[config.mk]
export PLATFORM = sky130hd
export DESIGN_NAME = bcd_chain_ctrl_flat
export DESIGN_NICKNAME = d
export VERILOG_FILES = /design/src/rtl/bcd_chain_ctrl_if.sv /design/src/rtl/bcd_chain_ctrl.sv /design/src/flat_wrapper.sv
export SDC_FILE = /design/constraint.sdc
export NUM_CORES = 1
export LEC_CHECK = 0
export ABC_AREA = 0
export CAP_MARGIN = 20
export CORE_AREA = 10 10 47 49
export CTS_BUF_LIST = sky130_fd_sc_hd__clkbuf_4 sky130_fd_sc_hd__clkbuf_8
export CTS_CLUSTER_SIZE = 30
export DETAILED_ROUTE_END_ITERATION = 10
export DIE_AREA = 0 0 57 59
export GPL_ROUTABILITY_DRIVEN = 0
export PLACE_DENSITY = 0.66
export SKIP_CTS_REPAIR_TIMING = 1
export SYNTH_ARGS = -nofsm -noshare
export SYNTH_HDL_FRONTEND = slang
export SYNTH_SLANG_ARGS = --single-unit
[constraint.sdc]
create_clock -name clk -period 4 [get_ports clk]
set_input_delay 0.8 -clock clk [delete_from_list [all_inputs] [get_ports clk]]
set_output_delay 0.8 -clock clk [all_outputs]
set_load 0.02 [all_outputs]
[src/rtl/bcd_chain_ctrl_if.sv]
// Command and digit-readback bundle between button logic, the BCD chain
// sequencer (slave) and whoever drives commands / owns the digit counters (master).
interface bcd_chain_ctrl_if #(
   parameter int NUM_DIGITS = 2
);
   logic                    start;
   logic                    stop;
   logic                    clear;
   logic [4*NUM_DIGITS-1:0] digit_cnt;
   logic [NUM_DIGITS-1:0]   digit_en;
   logic                    digit_rst;
   logic                    tick;
   logic                    running;
   logic                    overflow;

   modport master (
      output start, stop, clear, digit_cnt,
      input  digit_en, digit_rst, tick, running, overflow
   );

   modport slave (
      input  start, stop, clear, digit_cnt,
      output digit_en, digit_rst, tick, running, overflow
   );
endinterface

[src/rtl/bcd_chain_ctrl.sv]
// Run/stop/clear sequencer for a chain of counter_0_to_9 decades: prescaled tick,
// ripple-carry digit enables, chain clear and overflow. Optional BCD_CHAIN_CTRL_SATURATE_EN.
module bcd_chain_ctrl #(
   parameter int NUM_DIGITS = 2,
   parameter int PRESCALE   = 10
) (
   input logic             clk,
   input logic             rst,
   bcd_chain_ctrl_if.slave bus
);
   // state    | meaning
   // ST_IDLE  | digits held at 0, prescaler reloaded
   // ST_RUN   | prescaler counting, digits advance on tick
   // ST_PAUSE | prescaler and digits frozen
   // ST_CLR   | one cycle with digit_rst low
   // ST_SAT   | chain held at all 9s (saturate build only)
   typedef enum logic [2:0] {
      ST_IDLE  = 3'd0,
      ST_RUN   = 3'd1,
      ST_PAUSE = 3'd2,
      ST_CLR   = 3'd3,
      ST_SAT   = 3'd4
   } state_t;

   localparam int PW = (PRESCALE > 2) ? $clog2(PRESCALE) : 1;
   localparam logic [PW-1:0] PRESC_TOP = PW'(PRESCALE - 1);

   state_t                state;
   logic [PW-1:0]         presc;
   logic                  tick_q;
   logic                  running_q;
   logic                  carry;
   logic                  rollover;
   logic [NUM_DIGITS-1:0] en_raw;

   // Down-counter: reload value corresponds to prescale phase 0, terminal count 0 ends the period.
   always_comb begin
      carry  = tick_q && (state == ST_RUN);
      en_raw = '0;
      for (int i = 0; i < NUM_DIGITS; i++) begin
         en_raw[i] = carry;
         carry     = carry && (bus.digit_cnt[4*i +: 4] == 4'd9);
      end
      rollover = carry;
   end

`ifdef BCD_CHAIN_CTRL_SATURATE_EN
   logic sat_q;
`endif

   always_ff @(posedge clk) begin
      if (!rst) begin
         state     <= ST_IDLE;
         presc     <= PRESC_TOP;
         tick_q    <= 1'b0;
         running_q <= 1'b0;
`ifdef BCD_CHAIN_CTRL_SATURATE_EN
         sat_q     <= 1'b0;
`endif
      end else begin
         tick_q <= 1'b0;
         if (bus.clear) begin
            state     <= ST_CLR;
            presc     <= PRESC_TOP;
            running_q <= 1'b0;
`ifdef BCD_CHAIN_CTRL_SATURATE_EN
            sat_q     <= 1'b0;
`endif
         end else begin
            case (state)
               ST_IDLE, ST_PAUSE: begin
                  if (bus.start && !bus.stop) begin
                     state     <= ST_RUN;
                     running_q <= 1'b1;
                  end
               end
               ST_RUN: begin
                  if (bus.stop) begin
                     state     <= ST_PAUSE;
                     running_q <= 1'b0;
                  end
`ifdef BCD_CHAIN_CTRL_SATURATE_EN
                  else if (rollover) begin
                     state     <= ST_SAT;
                     running_q <= 1'b0;
                     sat_q     <= 1'b1;
                  end
`endif
                  else if (presc == '0) begin
                     presc  <= PRESC_TOP;
                     tick_q <= 1'b1;
                  end else begin
                     presc <= presc - PW'(1);
                  end
               end
               ST_CLR:  state <= ST_IDLE;
               ST_SAT:  state <= ST_SAT;
               default: state <= ST_IDLE;
            endcase
         end
      end
   end

   assign bus.tick      = tick_q;
   assign bus.running   = running_q;
   assign bus.digit_rst = rst && (state != ST_CLR);

`ifdef BCD_CHAIN_CTRL_SATURATE_EN
   // A rolling tick is swallowed so the chain stays at all 9s.
   assign bus.digit_en = rollover ? '0 : en_raw;
   assign bus.overflow = sat_q;
`else
   assign bus.digit_en = en_raw;
   assign bus.overflow = rollover;
`endif
endmodule

[src/flat_wrapper.sv]
// flat-port wrapper written by rule: the top's interface ports become plain ports
module bcd_chain_ctrl_flat 
#(
   parameter int NUM_DIGITS = 2,
   parameter int PRESCALE   = 10
)
  (clk, rst, bus_start, bus_stop, bus_clear, bus_digit_cnt, bus_digit_en, bus_digit_rst, bus_tick, bus_running, bus_overflow);
  bcd_chain_ctrl_if #(.NUM_DIGITS(NUM_DIGITS)) bus_i ();
  input logic clk;
  input logic rst;
  input wire logic [$bits(bus_i.start)-1:0] bus_start;
  input wire logic [$bits(bus_i.stop)-1:0] bus_stop;
  input wire logic [$bits(bus_i.clear)-1:0] bus_clear;
  input wire logic [$bits(bus_i.digit_cnt)-1:0] bus_digit_cnt;
  output wire logic [$bits(bus_i.digit_en)-1:0] bus_digit_en;
  output wire logic [$bits(bus_i.digit_rst)-1:0] bus_digit_rst;
  output wire logic [$bits(bus_i.tick)-1:0] bus_tick;
  output wire logic [$bits(bus_i.running)-1:0] bus_running;
  output wire logic [$bits(bus_i.overflow)-1:0] bus_overflow;
  assign bus_i.start = bus_start;
  assign bus_i.stop = bus_stop;
  assign bus_i.clear = bus_clear;
  assign bus_i.digit_cnt = bus_digit_cnt;
  assign bus_digit_en = bus_i.digit_en;
  assign bus_digit_rst = bus_i.digit_rst;
  assign bus_tick = bus_i.tick;
  assign bus_running = bus_i.running;
  assign bus_overflow = bus_i.overflow;
  bcd_chain_ctrl #(.NUM_DIGITS(NUM_DIGITS), .PRESCALE(PRESCALE)) u_core (.clk(clk), .rst(rst), .bus(bus_i));
endmodule
==> results_dict.tcl <==
set metrics [dict create \
    result_of_the_run "completed" \
    worst-endpoint-required_ns 3.20 \
    syn_inst 49 \
    post_detailed_route_wirelength_per_cell_um 13.2 \
    post_synth.cell_area_avg_sq_um 9.24 \
    worst_ir_drop_vdd_uv 131 \
    synth_top_family_by_area "simple AND/OR/NAND/NOR gates" \
    layout.cells.most_common_list "sky130_fd_sc_hd__clkdlybuf4s50_1, sky130_fd_sc_hd__dfxtp_1, sky130_fd_sc_hd__nand2_1, sky130_fd_sc_hd__clkbuf_4" \
    setup.reg_to_reg.worst_slack_ns 2.35 \
    worstPathArrival_ns 2.44 \
    clock_tree.buffer_depth 2 \
    min_period_over_period_pct 81.0 \
    worst_slew_pin_slew_ns 0.426 \
    grt_antenna_before_repair 0 \
    final_area_sq_um 683 \
    netlist.area_leader.share_pct 39.8 \
    die_area_sq_mm 0.00336 \
    area_growth_synth_to_finish_pct 50.8 \
    mostFrequentLayoutCell "sky130_fd_sc_hd__clkdlybuf4s50_1" \
    synth_simple_gate_area_share_pct 41.7 \
    floorplan.initialDensity_pct 32.3 \
    synth_nets 62 \
    holdWs_ns 0.468 \
    cts_sinks 9 \
    dr.pass1.iters 4 \
    tritoncts.num_buffers 3 \
    initialDrtViolationCount 8 \
    final-hold-violation-count 0 \
    place.detailed.hpwl_um 898 \
    number_of_register_bits_inferred_by_synthesis 9 \
    port_buffers 18 \
    mappedNetlistArea_sq_um 453 \
    yosys.area.top_type "sky130_fd_sc_hd__dfxtp_1" \
    max_clock_freq_ghz 0.309 \
    dp.cells 83 \
    dieHeight_um 59 \
    layout-drive-gt1-share_pct 9.86 \
    insertion_delay_ns 0.26 \
    post_synth_fa_ha_maj_area_fraction_pct 0 \
    h_tree_level_count 1 \
    core_area_sq_mm 0.00140 \
    boundaryPins 19 \
    synth.top_cells.by_area "sky130_fd_sc_hd__dfxtp_1, sky130_fd_sc_hd__nor4bb_1, sky130_fd_sc_hd__nand2b_1" \
    clkPwrFrac_pct 38.8 \
    worstSetupEndpointType "output pin" \
    first_pass_grt_wire_length_um 1960 \
    critical_path_startpoint_category "primary input" \
    power_frac_comb_pct 14.2 \
    grt_start_max_net_pins 9 \
    power_density_normalized_to_cell_area_mw_per_mm2 296 \
    timing.final.crit_period_ns 3.24 \
    core.rowCount 14 \
    switchingPower_mw 0.0462 \
    yosys.cell_types.count 27 \
    clock_skew_ns 0.000711 \
    drt.antenna.violating_nets 0 \
    antenna_cells_inserted 0 \
    synth_mux_area_share_pct 0 \
    yosys.area_share.xor_xnor_pct 0 \
    width_of_the_chip_um 57 \
    cap_viol_max_count 0 \
    seq_area_frac_synth_pct 39.8 \
    postLayoutCoreUtil_pct 48.8 \
    route.detailed.vias_per_inst 5.47 \
    rsz0062_at_grt "false" \
    setup_viol 0 \
    grt.total_usage_pct 7.21 \
    drc 0 \
    final.setup.tns_ns 0 \
    path_max_fanout 2 \
    worst_path_class_setup "primary input to output pin" \
    worst_setup_hold_path_clk_slew_ns 0.06 \
    worst_slew_margin_rel_pct 71.6 \
    nNetsFinal 85 \
    leakage_power_nw 0.243 \
    hold_path.startpoint "u_core.bus.running" \
    root_buffer "sky130_fd_sc_hd__clkbuf_4" \
    synth_compound_area_share_pct 18.5 \
    power.switching_fraction_pct 22.8 \
    cell_internal_pwr_mw 0.156 \
    first_global_vias 439 \
    r2r_start "u_core.state[2]" \
    placement.cell_area_sq_um 653 \
    routed-via-count 476 \
    p_seq_share_pct 47.0 \
    final-max-slew-violation-count 0 \
    clock_tree_from_tritoncts "built" \
    fill_cells 140 \
    synth-warning-count 0 \
    timing.critical_path.from "bus_digit_cnt[3]" \
    global_route.overflow_total 0 \
    finalWirelength_um 1150 \
    worst_min_delay_path_class "register to register" \
    final_cell_count_no_fill 87 \
]
-- cell families (layout without fill, tap and decap cells) --
group,count (synthesis),count (layout)
AND/OR/NAND/NOR,28,28
flip-flops,9,9
AO/OA/AOI/OAI,12,12
buffers and inverters,0,22
-- power groups by stage --
stage	Clock [mW]	Sequential, mW	Combinational [mW]
after floorplan	0	0.0964	0.0117
after global routing	0.0842	0.0956	0.0312
after global placement	0	0.0968	0.0287
after CTS	0.0784	0.0949	0.0290
final	0.0784	0.0950	0.0287
after detailed placement	0	0.0969	0.0289
-- cells in the mapped netlist, drive strengths merged --
cell type and count:
dfxtp 9, or2b 1, a21boi 1, or4 1
nor4b 1, nor4bb 2, and2 2, nand3 2
nand2b 3, or2 1, nor3b 1, o311ai 1
or4b 2, or3 1, o21a 2, o21ai 1
nor2b 2, nor3 2, a211oi 1, o41ai 2
nand2 4, nor2 1, nand4bb 1, o31ai 1
and3 1, a21oi 3
-- sequential cells by signal, summed over array words and instances, names as in the netlist --
name / flops
u_core.bus.running: 1
u_core.presc: 4
u_core.state: 3
u_core.bus.tick: 1
-- per-stage QoR --
step / worst slack (ns) / power [mW]
6_report: 0.761 / 0.202
4_1_cts: 0.738 / 0.202
3_3_place_gp: 0.803 / 0.126
5_1_grt: 0.638 / 0.211
2_1_floorplan: 1.61 / 0.108
3_5_place_dp: 0.747 / 0.126
-- final cells by class --
cell class / instances / area [sq um] / area share, %
timing repair buffer: 18 / 180 / 26.4
tap: 16 / 20.0 / 2.93
multi-input combinational: 40 / 273 / 39.9
sequential: 9 / 180 / 26.4
clock buffer: 4 / 30.0 / 4.40
-- path summary, 6_finish.rpt --
kind	cells past startpoint	end
max	5	bus_overflow
min	2	u_core.bus.running
min reg2reg	2	u_core.bus.running
max reg2reg	3	u_core.presc[1]
-- critical path: stages --
cell	delay, ns
sky130_fd_sc_hd__clkdlybuf4s50_1	0.45
sky130_fd_sc_hd__nor4bb_1	0.27
sky130_fd_sc_hd__and3_1	0.20
sky130_fd_sc_hd__and2_1	0.12
sky130_fd_sc_hd__clkdlybuf4s50_1	0.60
-- layer usage --
layer  GRT usage (%)  vias to the layer above  wire [um]
met1            8.67                      213        523
met2            9.15                       23        439
met5               0                        -          0
met3            4.29                        5        160
li1                -                      235          -
met4            5.03                        0         28
Power figures use the tool's default switching activity.
